===== src/rtl/nn_pkg.sv =====
// Shared types and helpers for the time-multiplexed neuron nodes.
package nn_pkg;

  typedef enum logic [1:0] {
    ST_IDLE = 2'd0,
    ST_MAC  = 2'd1,
    ST_ACT  = 2'd2,
    ST_OUT  = 2'd3
  } state_t;

  // Fixed working widths for the activation helper; callers extend/slice.
  localparam int SAT_ACC_W = 64;
  localparam int SAT_OUT_W = 32;

  // Ceiling log2 for elaboration-time width math.
  function automatic int clog2(input int n);
    int r;
    r = 0;
    for (int v = n - 1; v > 0; v = v >> 1) r++;
    return r;
  endfunction

  // Index width: a single-input neuron still needs a 1-bit index.
  function automatic int idx_width(input int n);
    return (n > 1) ? clog2(n) : 1;
  endfunction

  // Arithmetic shift, then ReLU and saturation to the positive signed range.
  function automatic logic [SAT_OUT_W-1:0] sat_relu(
    input logic signed [SAT_ACC_W-1:0] acc,
    input int                          shift,
    input int                          data_w
  );
    logic signed [SAT_ACC_W-1:0] y;
    logic signed [SAT_ACC_W-1:0] y_max;
    y     = acc >>> shift;
    y_max = (SAT_ACC_W'(1) <<< (data_w - 1)) - SAT_ACC_W'(1);
    if (y[SAT_ACC_W-1])
      return '0;
    else if (y > y_max)
      return y_max[SAT_OUT_W-1:0];
    else
      return y[SAT_OUT_W-1:0];
  endfunction

endpackage


===== src/rtl/nn_mac_unit.sv =====
// Registered signed multiply-accumulate with a load-bias path.
module nn_mac_unit
  import nn_pkg::*;
#(
  parameter int DATA_W = 8,
  parameter int ACC_W  = 20
) (
  input  logic                     clk,
  input  logic                     reset,
  input  logic                     load,
  input  logic                     en,
  input  logic signed [DATA_W-1:0] bias,
  input  logic signed [DATA_W-1:0] a,
  input  logic signed [DATA_W-1:0] w,
  output logic signed [ACC_W-1:0]  acc
);

  logic signed [2*DATA_W-1:0] prod;

  // Full-width signed product; both operands are signed so it sign-extends.
  assign prod = a * w;

  // Accumulator: load has priority so a new vector always starts from bias.
  always_ff @(posedge clk) begin
    // NOTE: state registers use non-blocking assignment so every flop samples pre-edge values.
    if (reset)
      acc <= '0;
    else if (load)
      acc <= ACC_W'(bias);
    else if (en)
      acc <= acc + ACC_W'(prod);
  end

endmodule


===== src/rtl/neuron_mac_seq.sv =====
// Time-multiplexed neuron: one shared MAC, runtime-writable weights/bias,
// shift + ReLU + saturation, valid/ready on both sides.
module neuron_mac_seq
  import nn_pkg::*;
#(
  parameter  int N_IN   = 5,
  parameter  int DATA_W = 8,
  parameter  int ACC_W  = 20,
  parameter  int SHIFT  = 6,
  localparam int IDX_W  = idx_width(N_IN)
) (
  input  logic                     clk,
  input  logic                     reset,
  input  logic                     cfg_we,
  input  logic [IDX_W:0]           cfg_addr,
  input  logic [DATA_W-1:0]        cfg_wdata,
  output logic                     cfg_err,
  input  logic                     in_valid,
  output logic                     in_ready,
  input  logic [N_IN*DATA_W-1:0]   in_data,
  output logic                     out_valid,
  input  logic                     out_ready,
  output logic [DATA_W-1:0]        out_data
);

  state_t                   state;
  logic [IDX_W-1:0]         idx;
  logic signed [DATA_W-1:0] w_q   [N_IN];
  logic signed [DATA_W-1:0] act_q [N_IN];
  logic signed [DATA_W-1:0] bias_q;
  logic signed [DATA_W-1:0] a_sel;
  logic signed [DATA_W-1:0] w_sel;
  logic signed [ACC_W-1:0]  acc;
  logic [SAT_OUT_W-1:0]     act_val;
  logic                     accept;
  logic                     mac_en;

  assign in_ready = (state == ST_IDLE);
  assign accept   = in_valid && in_ready;
  assign mac_en   = (state == ST_MAC);
  assign act_val  = sat_relu(SAT_ACC_W'(acc), SHIFT, DATA_W);

  // Operand select for the current MAC step.
  always_comb begin
    // NOTE: defaults first so no path leaves the outputs unassigned (no latch).
    a_sel = '0;
    w_sel = '0;
    for (int i = 0; i < N_IN; i++) begin
      if (idx == IDX_W'(i)) begin
        a_sel = act_q[i];
        w_sel = w_q[i];
      end
    end
  end

  // Weight/bias register file; writes only land while idle.
  always_ff @(posedge clk) begin
    // NOTE: this register file is reset on purpose - a cleared node must compute zero.
    if (reset) begin
      for (int i = 0; i < N_IN; i++) w_q[i] <= '0;
      bias_q  <= '0;
      cfg_err <= 1'b0;
    end else begin
      cfg_err <= cfg_we && (state != ST_IDLE);
      if (cfg_we && state == ST_IDLE) begin
        if (cfg_addr == (IDX_W+1)'(N_IN))
          bias_q <= cfg_wdata;
        for (int i = 0; i < N_IN; i++)
          if (cfg_addr == (IDX_W+1)'(i)) w_q[i] <= cfg_wdata;
      end
    end
  end

  // Activation capture at accept; held for the whole MAC sequence.
  always_ff @(posedge clk) begin
    if (reset) begin
      for (int i = 0; i < N_IN; i++) act_q[i] <= '0;
    end else if (accept) begin
      for (int i = 0; i < N_IN; i++) act_q[i] <= in_data[i*DATA_W +: DATA_W];
    end
  end

  // Control FSM: IDLE -> MAC (N_IN steps) -> ACT -> OUT -> IDLE.
  always_ff @(posedge clk) begin
    if (reset) begin
      state     <= ST_IDLE;
      idx       <= '0;
      out_valid <= 1'b0;
      out_data  <= '0;
    end else begin
      case (state)
        ST_IDLE: begin
          if (accept) begin
            idx   <= '0;
            state <= ST_MAC;
          end
        end
        ST_MAC: begin
          if (idx == IDX_W'(N_IN - 1))
            state <= ST_ACT;
          else
            idx <= idx + 1'b1;
        end
        ST_ACT: begin
          out_data  <= act_val[DATA_W-1:0];
          out_valid <= 1'b1;
          state     <= ST_OUT;
        end
        ST_OUT: begin
          if (out_ready) begin
            out_valid <= 1'b0;
            state     <= ST_IDLE;
          end
        end
        default: state <= ST_IDLE;
      endcase
    end
  end

  nn_mac_unit #(
    .DATA_W (DATA_W),
    .ACC_W  (ACC_W)
  ) u_mac (
    .clk   (clk),
    .reset (reset),
    .load  (accept),
    .en    (mac_en),
    .bias  (bias_q),
    .a     (a_sel),
    .w     (w_sel),
    .acc   (acc)
  );

endmodule


===== config.mk =====
export PLATFORM = sky130hd
export DESIGN_NAME = neuron_mac_seq
export DESIGN_NICKNAME = d
export VERILOG_FILES = /design/src/rtl/nn_pkg.sv /design/src/rtl/nn_mac_unit.sv /design/src/rtl/neuron_mac_seq.sv
export SDC_FILE = /design/constraint.sdc
export NUM_CORES = 1
export LEC_CHECK = 0
export BUFFER_PORTS_ARGS = -buffer_cell sky130_fd_sc_hd__buf_2
export CORE_MARGIN = 2
export CORE_UTILIZATION = 54
export CTS_BUF_LIST = sky130_fd_sc_hd__clkbuf_4 sky130_fd_sc_hd__clkbuf_8 sky130_fd_sc_hd__clkbuf_16
export DETAILED_ROUTE_END_ITERATION = 10
export GPL_TIMING_DRIVEN = 0
export PLACE_DENSITY = 0.77
export SYNTH_ARGS = -nofsm -noshare
export SYNTH_HDL_FRONTEND = slang
export SYNTH_SLANG_ARGS = --single-unit

===== constraint.sdc =====
create_clock -name clk -period 7.1 [get_ports clk]
set_input_delay 0.71 -clock clk [delete_from_list [all_inputs] [get_ports clk]]
set_output_delay 0.71 -clock clk [all_outputs]
set_load 0.005 [all_outputs]

# After elaboration in Yosys (flattened, before gate mapping)
# Memory sizes are Yosys's and may differ from the RTL's.
# Index checks and enable logic that the tools add are counted.
# totals
regBits	43
ramBits	80
memories	2
elab_cells	111
output_inout_bits	11
in_bits	57
# memory_table
name	words	width	read_ports	rd_clocked_by_memory_dff	write_ports	line_no	source
act_q	5	8	5	0	5	neuron_mac_seq.sv:29	logic signed [DATA_W-1:0] act_q [N_IN];
w_q	5	8	5	0	5	neuron_mac_seq.sv:28	logic signed [DATA_W-1:0] w_q [N_IN];
# classes
eq_ne	16
addsub	2
reduce_logical	14
bitwise	10
muxes	58
order_cmp	1
n_mul	1
# ops
cell	n
$mux 8	22
$mux 20	2
$mux 1	26
$add 20x16->20	1
$mul 8x8->16	1
$gt 14x8->1 const B	1
$or 1x1->1	10
$eq 4x2->1 const B	2
$eq 4x3->1 const B	2
$pmux 2 s4	1
$reduce_bool 2->1	4
$eq 3x2->1 const B	2
$mux 2	3
$mux 3	2
$pmux 3 s2	1
$reduce_and 3->1	2
$eq 2x2->1 const B	2
$eq 4x1->1 const B	1
$logic_not 4->1	1
$ne 2x1->1 const B	2
$ne 2x2->1 const B	2
$reduce_and 2->1	2
$add 3x1->3 const B	1
$eq 3x1->1 const B	1
other kinds (6)	8

# Logic depth before layout (Yosys ltp)
# depth
depth_word	10
depth_mapped	29
ltp_nobuf	27

# By module
# From an unflattened synthesis, not the netlist that was laid out.
# hier_totals
cells_unflattened	862
area_unflattened_um2	8987.4
# modules_own_cells
mod	area_per_inst_um2	n_inst	seq_area_each_um2	cells_each
neuron_mac_seq	4658.2	1	2862.7	405
nn_mac_unit	4329.2	1	400.4	457

# Worst setup path after synthesis
# No wires, ideal clock.
# synth_path
kind	register to register
from	register idx[0]
to	register u_mac.acc[17]
t_arrival_ps	7181
period_less_slack_ps	7310
path_slack_ps	-210
n_path_buf	3
required_time_ps	6971
path_stages_with_launch	25
setup_ps	129
path_cell_list	dfxtp_1 > inv_1 > ha_1 > buf_6 > buf_2 > nand2_1 > clkbuf_1 > nor2_1 > a211oi_1 > inv_1 > fa_1 > inv_1 > fa_1 > fa_1 > fa_1 > inv_1 > fa_1 > inv_1 > ha_1 > o211ai_1 > a32oi_2 > a21oi_2 > o31ai_2 > xnor2_1 > a21oi_1
# synth_via
elab_chain_len	10
elab_cells_between_ends	19
cone_classes	add/sub (1); mul (1); eq/ne (4); mux (12); reduce/logical (1)
# synth_lines
item	line_no	source
start: declaration	neuron_mac_seq.sv:27	logic [IDX_W-1:0] idx;
start signal: assignment	neuron_mac_seq.sv:102	idx <= idx + 1'b1;
$logic_not 3->1	neuron_mac_seq.sv:49	if (idx == IDX_W'(i)) begin
$mux 8 (5 in a row)	neuron_mac_seq.sv:49	
$mul 8x8->16 (*)	nn_mac_unit.sv:21	assign prod = a * w;
$add 20x16->20 (*)	nn_mac_unit.sv:31	acc <= acc + ACC_W'(prod);
$mux 20 (*)	nn_mac_unit.sv:30	else if (en)
$mux 20 (*)	nn_mac_unit.sv:28	else if (load)
end signal: assignment	nn_mac_unit.sv:29	acc <= ACC_W'(bias);
end signal: assignment	nn_mac_unit.sv:31	
end: declaration	nn_mac_unit.sv:15	output logic signed [ACC_W-1:0] acc
# Mark *: on every way between the ends. The rest lies on a longest branch, timed or not. The select of a mux whose other input is x is not followed.
# A chain may end at the register's enable or synchronous reset.

# Final worst setup path
# layout_path
from	register idx[2]
to	register u_mac.acc[19]
# The elaborated chain is that of the path after synthesis.

==> metrics.md <==
| Metric | Value |
|---|---|
| Status | `finished clean` |
| Nets | `1211` |
| IO buf count | `67` |
| Slowest stage delay, CP | `0.69 ns` |
| Clock Skew | `0.00523 ns` |
| Layout area overhead | `14.5%` |
| Area share of the largest cell type after synthesis | `between 20% and 30%` |
| Multi-input logic area | `around 0.0054 mm²` |
| Fin. max-slew vios | `0` |
| I/O Pins | `68` |
| Most used cell along the critical path | `inv_1` |
| Post-CTS Hold Fix Bufs | `0` |
| Fill cells | `around 1300` |
| Routed WL | `approximately 22 mm` |
| Post-synth net total | `1119` |
| Fin area | `0.0106 mm²` |
| CP endpoint | `u_mac.acc[19]` |
| Die Y | `135 µm` |
| RSZ-0062 raised after global routing | `false` |
| Setup Slack @ Placement | `about 0.18 ns` |
| DRT iter0 DRCs | `628` |
| Rel. slew slack | `43.7%` |
| Core footprint | `0.0167 mm²` |
| Top cells by area in the synthesized netlist | `edfxtp_1 26%, fa_1 19%, dfxtp_1 9.3%` |
| # DRC | `0` |
| Crit path kind | `reg2reg` |
| Wire length per cell | `17.6 µm` |
| Vias in the first global route | `around 7000` |
| Synth area leader | `edfxtp_1` |
| Final Hold Viols | `0` |
| Register area | `0.00326 mm²` |
| Via Count | `7093` |
| Worst setup margin | `0.309 ns` |
| DIE AREA | `0.0182 mm²` |
| Clk sinks | `123` |
| RePlAce Congestion | `0.966` |
| Crit share post-route | `roughly 96%` |
| Fmax | `approximately 150 MHz` |
| Family with the most delay on the worst path | `adder cells` |
| Num CTS Buffers | `17` |
| Post-layout util | `63.5%` |
| CTS tree | `built` |
| DRT Pass-1 Iters | `6` |
| CTS clock-pin slew for the worst setup and hold paths | `approximately 0.050 ns` |
| Longest Clk Path Bufs | `2` |
| Total track usage | `approximately 26%` |
| Worst Tran Pin Value | `0.843 ns` |
| Synth warn | `0` |
| FF-to-FF Start | `idx[2]` |
| R2R depth | `21` |
| Vias per cell | `5.70` |
| Critical path arrival | `7.08 ns` |
| Crit path from | `idx[2]` |
| Starting Density | `55.5%` |
| Crit. End Element | `register` |
| Antenna violations before repair | `0` |
| Diodes inserted | `0` |
| Post-synth top flop | `edfxtp_1` |
| Largest net degree at the start of global routing | `41` |
| Clock Latency Late Sink | `0.42 ns` |
| Cell Area, Synth | `roughly 0.0093 mm²` |
| Setup violators final | `0` |
| DPL Wire Length | `16.9 mm` |
| Fin crit period | `between 6 and 7 ns` |
| Grt ovf | `0` |
| Number of max-cap violations | `0` |
| Asr flop ratio synth | `0%` |
| Sequential-to-total area share from yosys stat | `35.2%` |
| Worst R2R End | `u_mac.acc[19]` |
| R2R Setup Slk | `just over 0.3 ns` |
| Area after DPL | `roughly 0.01 mm²` |
| Worst path depth | `21` |
| Mean Syn Cell Area | `approximately 10 µm²` |
| Worst Path Required | `7.39 ns` |
| Slowest CP cell | `fa_1` |
| Worst Path Buf+Inv | `6` |
| Post-route ant nets | `0` |
| Worst setup SP type | `register` |
| Critical path cell sequence | `inv_1 > ha_1 > clkbuf_1 > buf_2 > a22oi_2 > a211o_1 > fa_2 > fa_1 > inv_1 > fa_1 > inv_1 > fa_1 > inv_1 > ha_1 > ha_1 > and3_1 > nor2b_1 > a2111oi_1 > a21oi_1 > xnor2_1 > a21oi_1` |
| Flops & latches, synth | `123` |
| Cells after synthesis | `919` |
| Max Fanout on Critical Path | `10` |
| H-tree depth | `4` |
| Std-Cell Rows | `47` |
| Share of layout cells above drive strength 1 | `13.8%` |
| Min-Delay Path Class | `reg2reg` |
| First-pass GRT wire length | `~36 mm` |
| Unique masters post-synth | `50` |
| Number of flops mapped to enable cells by yosys | `80` |
| Clock root buffer | `clkbuf_16` |
| Die W | `between 100 and 150 µm` |
## routing by layer
layer / up-vias / global-route usage, % / routed length, µm
met4: 0 / 7.70 / 310
met3: 30 / 5.11 / 1910
met2: 333 / 38.3 / 9860
met1: 3403 / 37.9 / 9820
met5: - / 0 / 0
li1: 3327 / - / -
## logic make-up after synthesis
group	synth area share, %
AND/OR/NAND/NOR	13.0
AO/OA/AOI/OAI	13.8
buffers and inverters	6.86
adder cells (fa/ha/maj)	26.4
flip-flops	35.2
multiplexers	2.70
XOR/XNOR	1.99
## placed cells by master (no fill, tap or decap), drive strengths merged, types with 5 or more instances in the layout
cell,count
inv,116
buf,90
fa,88
edfxtp,80
nor2,74
a21oi,62
clkbuf,59
ha,55
and2,50
nand2,45
dfxtp,43
o21ai,36
nand3,26
mux2i,25
a31oi,23
o31ai,23
nor3,21
a22oi,16
xnor2,15
nor2b,11
a211oi,10
xor2,6
nand3b,5
a211o,5
a21o,5
nand2b,5
## sequential cells by signal, indices dropped and copies added (netlist names)
register   cells
act_q         40
bias_q         8
cfg_err        1
idx            3
out_data       8
out_valid      1
state          2
u_mac.acc     20
w_q           40
## cell type report
class,count,area share [%]
buffer,49,2.03
multi-input combinational,633,51.1
clock inverter,5,0.259
timing repair buffer,73,3.93
inverter,114,4.03
clock buffer,27,5.28
tap,220,2.59
sequential,123,30.8
## through the flow
step                      std cells  hold slack, ns  TNS (ns)
after floorplan                 919           0.443         0
after global placement         1206           0.463     -4.47
after detailed placement       1209           0.465         0
after CTS                      1241           0.476         0
after global routing           1244           0.496         0
final                          1244           0.474         0
## cell usage after synthesis (all sizes together), types with 5 or more instances
| master | number |
|---|---|
| nand3b | 5 |
| inv | 114 |
| a31oi | 23 |
| and2 | 50 |
| a22oi | 16 |
| nand3 | 26 |
| a21o | 5 |
| nor2 | 74 |
| xor2 | 6 |
| ha | 55 |
| xnor2 | 15 |
| nor2b | 11 |
| mux2i | 25 |
| buf | 19 |
| a211o | 5 |
| dfxtp | 43 |
| a21oi | 62 |
| nor3 | 21 |
| nand2 | 45 |
| edfxtp | 80 |
| nand2b | 5 |
| o31ai | 23 |
| fa | 88 |
| clkbuf | 30 |
| a211oi | 10 |
| o21ai | 36 |
## how the worst min path moves through the flow
| stage | from | end | cells past startpoint |
|---|---|---|---|
| 3_5_place_dp | out_data[7] | out_data[7] | 1 |
| 4_1_cts | out_data[7] | out_data[7] | 1 |
| 2_1_floorplan | bias_q[6] | u_mac.acc[6] | 2 |
| 5_1_grt | out_data[7] | out_data[7] | 1 |
| 3_3_place_gp | out_data[7] | out_data[7] | 1 |
| 6_report | out_data[7] | out_data[7] | 1 |
## timing repair
item / CTS / global route
setup buffers: 0 / 3
setup endpoints to repair: 0 / 9
gates resized for setup: 0 / 15
Power is not shown: default switching activity piles up to over one toggle a cycle in this logic, so the estimate is an artifact.
